File: config.mk
export PLATFORM = sky130hd
export DESIGN_NAME = mem_read_arbiter
export DESIGN_NICKNAME = d
export VERILOG_FILES = /design/src/rtl/mem_arb_pkg.sv /design/src/rtl/burst_beat_counter.sv /design/src/rtl/mem_read_arbiter.sv
export SDC_FILE = /design/constraint.sdc
export NUM_CORES = 1
export LEC_CHECK = 0
export BUFFER_PORTS_ARGS = -buffer_cell sky130_fd_sc_hd__buf_4
export CAP_MARGIN = 30
export CELL_PAD_IN_SITES_DETAIL_PLACEMENT = 0
export CELL_PAD_IN_SITES_GLOBAL_PLACEMENT = 2
export CORE_MARGIN = 5
export CORE_UTILIZATION = 22
export DETAILED_ROUTE_END_ITERATION = 8
export GPL_TIMING_DRIVEN = 0
export PLACE_DENSITY = 0.9
export SLEW_MARGIN = 5
export SYNTH_ARGS = -nofsm -noshare
export SYNTH_HDL_FRONTEND = slang
export SYNTH_SLANG_ARGS = --single-unit
File: constraint.sdc
create_clock -name clk -period 4.1 [get_ports clk]
set_input_delay 1.23 -clock clk [delete_from_list [all_inputs] [get_ports clk]]
set_output_delay 1.23 -clock clk [all_outputs]
set_load 0.05 [all_outputs]
File: src/rtl/mem_arb_pkg.sv
// rtl/mem_arb_pkg.sv - shared state type and default parameters for the memory read arbiter
//
// Purpose : defines the arbiter FSM state enum and the default widths and
//           burst length used by mem_read_arbiter and burst_beat_counter.
// Ports   : none (package).

package mem_arb_pkg;

   localparam int DEF_ADDR_W    = 64;
   localparam int DEF_DATA_W    = 32;
   localparam int DEF_BURST_LEN = 16;

   typedef enum logic [1:0] {
      IDLE    = 2'd0,
      GRANT_I = 2'd1,
      GRANT_D = 2'd2
   } t_arb_state;

endpackage

File: src/rtl/burst_beat_counter.sv
// rtl/burst_beat_counter.sv - beat counter and burst-length check for one refill burst
//
// Purpose : counts accepted beats of the burst in flight (0..BURST_LEN-1) and
//           flags a length error when the last beat lands at the wrong count
//           or a non-last beat lands on the final slot.
// Ports   : clk, arst   - clock, asynchronous active-low reset
//           clear       - hold the count at zero (arbiter idle)
//           beat, last  - an accepted beat and its last flag
//           count       - current beat index
//           err         - single-cycle length-error pulse

module burst_beat_counter
   import mem_arb_pkg::*;
#(
   parameter int BURST_LEN = DEF_BURST_LEN,
   parameter int CNT_W     = (BURST_LEN > 1) ? $clog2(BURST_LEN) : 1
) (
   input  logic             clk,
   input  logic             arst,
   input  logic             clear,
   input  logic             beat,
   input  logic             last,
   output logic [CNT_W-1:0] count,
   output logic             err
);

   localparam logic [CNT_W-1:0] MAX_CNT = CNT_W'(BURST_LEN - 1);

   // An over-long burst wraps to zero rather than saturating, so a run-on
   // burst keeps raising err each time it passes the final slot.
   always_ff @(posedge clk or negedge arst) begin
      if (!arst) begin
         count <= '0;
      end else if (clear) begin
         count <= '0;
      end else if (beat) begin
         if (last || count == MAX_CNT) begin
            count <= '0;
         end else begin
            count <= count + 1'b1;
         end
      end
   end

   assign err = beat & (last ? (count != MAX_CNT) : (count == MAX_CNT));

endmodule

File: src/rtl/mem_read_arbiter.sv
// rtl/mem_read_arbiter.sv - round-robin arbiter sharing one burst-read memory port between I$ and D$
//
// Purpose : grants the memory read port to the instruction or data cache for
//           one whole refill burst, alternating on contention, and routes the
//           returned beats to the owning cache.
// Ports   : clk, arst                          - clock, asynchronous active-low reset
//           i_instr_req/i_instr_addr           - I$ refill request (level) and line address
//           o_instr_r_valid/_last/_data        - beats toward the I$
//           i_data_req/i_data_addr             - D$ refill request (level) and line address
//           o_data_r_valid/_last/_data         - beats toward the D$
//           o_mem_start_read/o_mem_addr        - burst request and latched address to memory
//           o_mem_r_ready                      - beats accepted
//           i_mem_r_valid/_last/_data          - beats from memory
//           o_busy                             - burst in progress
//           o_burst_err                        - sticky burst-length error

module mem_read_arbiter
   import mem_arb_pkg::*;
#(
   parameter int ADDR_W    = DEF_ADDR_W,
   parameter int DATA_W    = DEF_DATA_W,
   parameter int BURST_LEN = DEF_BURST_LEN
) (
   input  logic              clk,
   input  logic              arst,
   input  logic              i_instr_req,
   input  logic [ADDR_W-1:0] i_instr_addr,
   output logic              o_instr_r_valid,
   output logic              o_instr_r_last,
   output logic [DATA_W-1:0] o_instr_r_data,
   input  logic              i_data_req,
   input  logic [ADDR_W-1:0] i_data_addr,
   output logic              o_data_r_valid,
   output logic              o_data_r_last,
   output logic [DATA_W-1:0] o_data_r_data,
   output logic              o_mem_start_read,
   output logic [ADDR_W-1:0] o_mem_addr,
   output logic              o_mem_r_ready,
   input  logic              i_mem_r_valid,
   input  logic              i_mem_r_last,
   input  logic [DATA_W-1:0] i_mem_r_data,
   output logic              o_busy,
   output logic              o_burst_err
);

   localparam int CNT_W = (BURST_LEN > 1) ? $clog2(BURST_LEN) : 1;

   t_arb_state        state_q, state_d;
   logic              last_served_data_q;
   logic [ADDR_W-1:0] addr_q;
   logic              burst_err_q;
   logic              grant_i, grant_d;
   logic              granted;
   logic              beat_err;
   logic [CNT_W-1:0]  beat_count_unused;

   assign granted = (state_q != IDLE);

   // Ties go to whichever cache was not served last. A new grant can only be
   // taken from IDLE, so every burst is followed by at least one IDLE cycle
   // in which the finished requester can drop its level request.
   always_comb begin
      state_d = state_q;
      grant_i = 1'b0;
      grant_d = 1'b0;
      case (state_q)
         IDLE: begin
            if (i_instr_req && (!i_data_req || last_served_data_q)) begin
               state_d = GRANT_I;
               grant_i = 1'b1;
            end else if (i_data_req) begin
               state_d = GRANT_D;
               grant_d = 1'b1;
            end
         end
         GRANT_I, GRANT_D: begin
            if (i_mem_r_valid && i_mem_r_last) begin
               state_d = IDLE;
            end
         end
         default: state_d = IDLE;
      endcase
   end

   always_ff @(posedge clk or negedge arst) begin
      if (!arst) begin
         state_q            <= IDLE;
         addr_q             <= '0;
         last_served_data_q <= 1'b1;
         burst_err_q        <= 1'b0;
      end else begin
         state_q <= state_d;
         if (grant_i) begin
            addr_q             <= i_instr_addr;
            last_served_data_q <= 1'b0;
         end else if (grant_d) begin
            addr_q             <= i_data_addr;
            last_served_data_q <= 1'b1;
         end
         if (beat_err) begin
            burst_err_q <= 1'b1;
         end
      end
   end

   burst_beat_counter #(
      .BURST_LEN (BURST_LEN),
      .CNT_W     (CNT_W)
   ) u_beat_counter (
      .clk   (clk),
      .arst  (arst),
      .clear (!granted),
      .beat  (i_mem_r_valid & granted),
      .last  (i_mem_r_last),
      .count (beat_count_unused),
      .err   (beat_err)
   );

   assign o_mem_start_read = granted;
   assign o_mem_r_ready    = granted;
   assign o_busy           = granted;
   assign o_mem_addr       = addr_q;
   assign o_burst_err      = burst_err_q;

   assign o_instr_r_valid  = i_mem_r_valid & (state_q == GRANT_I);
   assign o_data_r_valid   = i_mem_r_valid & (state_q == GRANT_D);
   assign o_instr_r_last   = i_mem_r_last & o_instr_r_valid;
   assign o_data_r_last    = i_mem_r_last & o_data_r_valid;

   // Data is shared by both ports during a burst; it is forced to zero while
   // idle so the whole output set is quiet in reset and between bursts.
   assign o_instr_r_data   = granted ? i_mem_r_data : '0;
   assign o_data_r_data    = granted ? i_mem_r_data : '0;

endmodule

-- After elaboration in Yosys (flattened, before gate mapping)
Index checks and enable logic that the tools add are counted.
- flip-flop bits (word level): 72
- bits in latches: 0
- memory bits (writable): 0
- ROM bits: 0
- input bits: 166
- output and inout port bits: 136
- logic and storage cells: 47
- memories kept: 0
- $add $sub $neg: 1
- $mul: 0
- div/mod/pow operators: 0
- magnitude comparators: 0
- eq/ne operators: 7
- shifts and indexed selects: 0
- muxes and demuxes: 18
- bitwise operators: 6
- reductions and logical operators: 10
- operator list (kind ; count):
    $mux 64 ; 2
    $mux 32 ; 1
    $mux 4 ; 3
    $mux 1 ; 8
    $and 1x1->1 ; 6
    $mux 2 ; 3
    $add 4x1->4 const B ; 1
    $eq 4x4->1 const B ; 1
    $ne 4x4->1 const B ; 1
    $pmux 2 s2 ; 1
    $reduce_bool 2->1 ; 2
    $ne 3x3->1 const B ; 1
    $eq 2x1->1 const B ; 1
    $eq 2x2->1 const B ; 1
    $logic_and 1x1->1 ; 2
    $logic_not 2->1 ; 1
    $logic_or 1x1->1 ; 2
    $ne 2x1->1 const B ; 1
    $ne 2x2->1 const B ; 1
    $reduce_and 2->1 ; 1
    $reduce_or 2->1 ; 1
    $logic_not 1->1 ; 1

-- Depth between registers and ports, before layout
Gate-level depths: netlist (run 1).
- depth in word-level cells: 7
- mapped depth: 7
- mapped depth without buffers: 6

-- By module
Synthesis (run 1) repeated with hierarchy kept, for this count alone.
- cells, all modules: 336
- area total of the unflattened synthesis: 3834.9 um2
- modules (own cells, without submodules) (module ; times used ; cells each ; area each (um2) ; seq. area each (um2)):
    mem_read_arbiter ; 1 ; 311 ; 3599.7 ; 1702.9
    burst_beat_counter ; 1 ; 25 ; 235.2 ; 100.1

-- Least setup slack after synthesis (run 1)
OpenSTA, ideal clock, no wires.
- path kind: in2out
- start: in i_mem_r_data[0]
- end: out o_instr_r_data[0]
- arrival: 2.307 ns
- required time: 2.870 ns
- path slack: 0.563 ns
- stages on the path: 2
- path buffers: 1
- path through: nor2b_1 > buf_4
- word-level cells in the longest chain between the ends: 1
- ends and longest elaborated chain (what ; line ; text):
    from (decl) ; mem_read_arbiter.sv:41 ; input logic [DATA_W-1:0] i_mem_r_data,
    $mux 32 ; mem_read_arbiter.sv:132 ; assign o_instr_r_data = granted ? i_mem_r_data : '0;
    to (decl) ; mem_read_arbiter.sv:30 ; output logic [DATA_W-1:0] o_instr_r_data,
Every way passes these cells.

-- Worst setup path after layout (run 1)
- start: reg state_q[0]
- end: out o_instr_r_data[22]
- word-level cells in the longest chain between the ends: 2
- ends and longest elaborated chain (what ; line ; text):
    from (decl) ; mem_read_arbiter.sv:48 ; t_arb_state state_q, state_d;
    from (signal assigned) ; mem_read_arbiter.sv:92 ; state_q <= state_d;
    $reduce_bool 2->1 ; mem_read_arbiter.sv:57 ; assign granted = (state_q != IDLE);
    $mux 32 ; mem_read_arbiter.sv:132 ;
Every way passes these cells.

==> impl_metrics.tcl, run 1 <==
set metrics [dict create \
    min_path_type "register to register" \
    yosysWarnings 0 \
    yosysSeqAreaShare_pct 46.4 \
    clock-sinks 72 \
    rsz0062_at_grt "no" \
    nNetsFinal 898 \
    grt_pass1_vias 4508 \
    synth_edf_count 0 \
    drt_first_pass_iters 4 \
    finalPower_mw 6.35 \
    vias 4334 \
    hold_viol 0 \
    hp-start "o_burst_err" \
    globalRouteTotalUtil_pct 15.7 \
    path_class "register to output port" \
    finalSetupViolCount 0 \
    die_w_um 143 \
    ant_nets 0 \
    async_reset_ff_share_pct 100 \
    r2r_setup_slack_ns 2.19 \
    layout.cells.most_common_list "buf_4, dfrtp_1, o32ai_1" \
    final_common_cell "buf_4" \
    cts_inserted_buffers 9 \
    crit_slowest_cell "dfrtp_1" \
    slew_headroom_pct 63.4 \
    dieArea_um2 20400 \
    cts-root-buf "clkbuf_16" \
    avgSynthCellArea_um2 9.38 \
    cts_setup_buffers 0 \
    die_y_um 143 \
    rows 48 \
    outcome "completed" \
    cp_cell_sequence "inv_1 -> ha_1 -> buf_2 -> clkbuf_1 -> nor2b_1 -> buf_4 -> buf_4" \
    grt-ovfl-total 0 \
    initial_core_util_pct 22.5 \
    cts_hold_buf 0 \
    cts_resized 0 \
    grt_pass1_wl_um 25100 \
    gp_congestion 0.743 \
    path_common_cell "buf_4" \
    min_period_over_period_pct 84.1 \
    crit_path_max_incr_delay_ns 0.37 \
    cts_tree "yes" \
    synth_nets 585 \
    crit_start "state_q[0]" \
    grt_max_degree 38 \
    fin_setup_tns_ns 0 \
    synth-main-ff-cell "dfrtp_1" \
    clkLatencyLatePin_ns 0.33 \
    drcViolationCount 0 \
    critPathRequiredTime_ns 2.87 \
    multiInputGateArea_um2 1590 \
    syn_inst 414 \
    reg2regPathDepth 7 \
    min_period_ns 3.45 \
    core_um2 17300 \
    vias_per_cell 4.53 \
    peakVddDrop_mv 0.392 \
    tightest_slew_ns 0.548 \
    synth_area_um2 3880 \
    antenna_found_initial 0 \
    io_buffers 301 \
    drt_iter0_drc 152 \
    fmax_mhz 290 \
    holdPathEnd "o_burst_err" \
    wl_per_cell_um 17.6 \
    drive_gt1_share_pct 52.6 \
    maxCapViolations 0 \
    power.density_nw_per_um2 942 \
    routed_wl_um 16800 \
    hold_depth 1 \
    htree_levels 3 \
    cp_max_fo 10 \
    p_leak_nw 3.17 \
    reg2reg_to "o_mem_addr[58]" \
    skew_ns 0.00880 \
    area_growth_pct 73.6 \
    ff_latch_area_um2 1800 \
    endpoint_kind "output port" \
    worstPathArrival_ns 2.22 \
    cts_buffer_depth 2 \
    place.detailed.hpwl_um 13100 \
    diodes 0 \
    ios 302 \
    fillers 1805 \
    startpoint_type "register" \
    synth_cell_types 27 \
    worstReg2RegStart "state_q[0]" \
    path_clk_slew_ns 0.05 \
    drv_slew 0 \
    synth-seq-cells 72 \
]
[report_power, final]
group / leakage (nW) / internal [mW] / switching, mW
Sequential: 0.802 / 1.04 / 0.188
Combinational: 2.22 / 1.33 / 2.99
Clock: 0.145 / 0.487 / 0.313
[how the worst max path moves through the flow]
| stage | endpoint | slack (ns) | cells after the start |
|---|---|---|---|
| after floorplan | o_instr_r_data[0] | 0.56 | 2 |
| after global placement | o_data_r_valid | 0.75 | 4 |
| after detailed placement | o_data_r_valid | 0.75 | 4 |
| after CTS | o_instr_r_data[22] | 0.58 | 7 |
| after global routing | o_instr_r_data[22] | 0.43 | 7 |
| final | o_instr_r_data[22] | 0.65 | 7 |
[area by class of cell]
type / instances / area share [%]
Tap cell: 225 / 4.17
Clock inverter: 5 / 0.835
Clock buffer: 11 / 3.60
Inverter: 6 / 0.334
Buffer: 74 / 6.98
Sequential cell: 72 / 26.7
Timing Repair Buffer: 302 / 33.8
Multi-Input combinational cell: 262 / 23.5
[cells in the mapped netlist (2+ instances only)]
library cell | n | area (um2)
dfrtp_1 | 71 | 1780
o32ai_1 | 66 | 578
nor2_1 | 65 | 244
nor3_1 | 64 | 320
buf_4 | 35 | 263
nor2b_1 | 33 | 206
buf_2 | 25 | 125
clkbuf_1 | 10 | 37.5
inv_1 | 6 | 22.5
ha_1 | 5 | 62.6
nand2_1 | 5 | 18.8
buf_6 | 4 | 45.0
nand3_1 | 4 | 20.0
a21oi_1 | 3 | 15.0
and2_1 | 3 | 18.8
a31o_2 | 2 | 17.5
and3_1 | 2 | 12.5
nand2b_1 | 2 | 12.5
[registers in the layout, indices dropped and copies added, names as in the netlist]
signal and flops:
last_served_data_q 1, o_mem_addr 64, o_burst_err 1, state_q 2, u_beat_counter.count 4
[metrics by stage]
step / instances / utilization [%] / hold WS [ns] / area, um2 / worst slack, ns
3_5_place_dp: 941 / 37.3 / 0.456 / 6440 / 0.750
4_1_cts: 957 / 39.0 / 0.468 / 6740 / 0.579
5_1_grt: 957 / 39.0 / 0.476 / 6740 / 0.429
6_report: 957 / 39.0 / 0.466 / 6740 / 0.650
2_1_floorplan: 414 / - / 0.468 / 3880 / 0.563
3_3_place_gp: 940 / 37.1 / 0.454 / 6420 / 0.750
[kinds of logic (layout without fill, tap and decap cells)]
logic type	Yosys count	count (layout)	share of synthesized area [%]
AO/OA/AOI/OAI	75	75	16.4
buffers and inverters	80	398	12.7
multiplexers	2	2	0.548
flip-flops	72	72	46.4
adder cells (fa/ha/maj)	5	5	1.61
AND/OR/NAND/NOR	180	180	22.3
[worst max-delay path, delay by kind of cell, from the launching register on]
kind / cells / cell delay (ns)
flops: 1 / 0.37
buf+inv: 5 / 1.07
fa+ha+maj: 1 / 0.31
simple gates: 1 / 0.14
[per-layer routing]
| metal | track usage [%] | part of all wire [%] | routed length [um] | vias to the layer above |
|---|---|---|---|---|
| met2 | 26.9 | 50 | 8380 | 208 |
| met3 | 5.36 | 9.8 | 1650 | 6 |
| met4 | 2.85 | 0.47 | 79 | 0 |
| met1 | 19.3 | 40 | 6710 | 2030 |
| met5 | 0 | 0 | 0 | - |
| li1 | - | - | - | 2090 |
(Power assumes the default switching activity.)
==> inputs of run 2 (changes only) <==
--- a/config.mk
+++ b/config.mk
@@ -10,10 +10,10 @@
 export CELL_PAD_IN_SITES_DETAIL_PLACEMENT = 0
 export CELL_PAD_IN_SITES_GLOBAL_PLACEMENT = 2
 export CORE_MARGIN = 5
-export CORE_UTILIZATION = 22
+export CORE_UTILIZATION = 21
 export DETAILED_ROUTE_END_ITERATION = 8
 export GPL_TIMING_DRIVEN = 0
-export PLACE_DENSITY = 0.9
+export PLACE_DENSITY = 0.87
 export SLEW_MARGIN = 5
 export SYNTH_ARGS = -nofsm -noshare
 export SYNTH_HDL_FRONTEND = slang
==> constraint.sdc (replaced) <==
create_clock -name clk -period 3.38 [get_ports clk]
set_input_delay 1.014 -clock clk [delete_from_list [all_inputs] [get_ports clk]]
set_output_delay 1.014 -clock clk [all_outputs]
set_load 0.05 [all_outputs]
==> run 2 against run 1 <==
Net effect: highest routed layer unchanged; total power grew 21%; largest cell class unchanged; final area is essentially flat; clock power grew 22%; critical path type unchanged; largest power group unchanged.
==> impl_metrics.tcl, run 2 (same netlist as run 1, synthesis figures left out) <==
set metrics [dict create \
    htree_levels 3 \
    die_w_um 146 \
    peakVddDrop_mv 0.487 \
    seq_power_share_pct 19.2 \
    worstPathArrival_ns 2.19 \
    initial_core_util_pct 21.5 \
    cts_buffer_depth 2 \
    crit_path_max_incr_delay_ns 0.38 \
    routed_wl_um 17000 \
    maxCapViolations 0 \
    cts_resized 0 \
    cts_tree "yes" \
    drt_iter0_drc 185 \
    hold_viol 0 \
    path_common_cell "buf_4" \
    ios 302 \
    clock-sinks 72 \
    placed_area_um2 6450 \
    outcome "completed" \
    die_y_um 146 \
    power.density_nw_per_um2 1140 \
    clkLatencyLatePin_ns 0.33 \
    tightest_slew_ns 0.556 \
    min_path_type "register to register" \
    largest_reg_flops 64 \
    grt_pass1_wl_um 25800 \
    diodes 0 \
    ant_nets 0 \
    antenna_found_initial 0 \
    io_buffers 301 \
    cp_max_fo 10 \
    intPower_mw 3.47 \
    drcViolationCount 0 \
    gp_congestion 0.760 \
    vias_per_cell 4.51 \
    nNetsFinal 898 \
    cts_setup_buffers 0 \
    wl_per_cell_um 17.7 \
    layout.cells.most_common_list "buf_4, dfrtp_1, o32ai_1" \
    slew_headroom_pct 62.9 \
    vias 4329 \
    p_leak_nw 3.17 \
    place.detailed.hpwl_um 13200 \
    fmax_mhz 312 \
    cts_inserted_buffers 9 \
    core_um2 18100 \
    crit_slowest_cell "dfrtp_1" \
    path_clk_slew_ns 0.06 \
    power_frac_comb_pct 68.1 \
    min_period_ns 3.20 \
    path_class "register to output port" \
    cts-root-buf "clkbuf_16" \
    finalSetupViolCount 0 \
    startpoint_type "register" \
    grt_max_degree 40 \
    drt_first_pass_iters 4 \
    dieArea_um2 21300 \
    rsz0062_at_grt "no" \
    grt-ovfl-total 0 \
    final_common_cell "buf_4" \
    endpoint_kind "output port" \
    critPathRequiredTime_ns 2.37 \
    grt_pass1_vias 4495 \
    power.share.switching_pct 55.1 \
    ff_latch_area_um2 1800 \
    clockPowerShare_pct 12.7 \
    design_area_um2 6750 \
    path_buf_inv 5 \
    fin_setup_tns_ns 0 \
    fin_util_pct 37.3 \
    rows 49 \
    p_sw_mw 4.25 \
    drive_gt1_share_pct 52.7 \
    fillers 1910 \
    drv_slew 0 \
    cts_hold_buf 0 \
    multiInputGateArea_um2 1590 \
    globalRouteTotalUtil_pct 15.2 \
    min_period_over_period_pct 94.8 \
    cp_cell_sequence "inv_1 -> ha_1 -> buf_2 -> clkbuf_1 -> nor2b_1 -> buf_4 -> buf_4" \
    skew_ns 0.00450 \
    area_growth_pct 73.7 \
    cpLargestDelayFamily "buffers and inverters" \
]
==> run 2: changes by cell type in the layout (fill, tap and decap cells not counted), sizes merged <==
cell    change
clkbuf      -1
clkinv      -1
inv         +1
==> run 2: cell type report <==
cell class / count / share of cell area (%)
Tap cell: 229 / 4.25
Clock inverter: 5 / 0.835
Buffer: 74 / 6.97
Multi-Input combinational cell: 262 / 23.5
Inverter: 6 / 0.334
Clock buffer: 10 / 3.54
Timing Repair Buffer: 302 / 33.8
Sequential cell: 72 / 26.7
==> run 2: metal layers <==
metal  track usage (%)  part of all wire [%]  up-vias
li1                  -                     -     2094
met5                 0                     0        -
met3              5.61                   8.9        7
met1              18.7                    41     2030
met4              2.82                  0.58        0
met2              25.9                    49      198
==> run 2: through the flow <==
step | total power, mW | hold WS, ns | std cells | setup WS, ns
finish | 7.71 | 0.468 | 960 | 0.175
floorplan | 5.09 | 0.468 | 414 | 0.275
detailed placement | 6.80 | 0.463 | 945 | 0.504
global placement | 6.79 | 0.452 | 944 | 0.471
CTS | 7.81 | 0.477 | 960 | 0.144
global route | 8.14 | 0.508 | 960 | 0.0322
==> run 2: final timing paths <==
check	start	end	slack (ns)	cells after the start
setup reg to reg	state_q[0]	o_mem_addr[25]	1.49	7
hold / removal	o_burst_err	o_burst_err	0.47	1
setup / recovery	state_q[0]	o_instr_r_data[22]	0.18	7
hold reg to reg	o_burst_err	o_burst_err	0.47	1
min in group asynchronous	arst	o_mem_addr[13]	0.63	1
max in group asynchronous	arst	o_mem_addr[44]	2.16	2
==> run 2: worst register-to-register path: stages (launching register included) <==
cell and delay [ns]:
dfrtp_1 0.38, inv_1 0.10, ha_1 0.28, nand2_1 0.17, buf_2 0.26, buf_2 0.22
nor3_1 0.27, nor2_1 0.08
==> run 2: power groups by stage <==
stage | combinational, mW | sequential, mW | clock (mW)
after floorplan | 2.31 | 2.78 | 0
after global placement | 5.31 | 1.48 | 0
after detailed placement | 5.31 | 1.49 | 0
after CTS | 5.32 | 1.48 | 1.01
after global routing | 5.55 | 1.54 | 1.05
final | 5.25 | 1.48 | 0.977
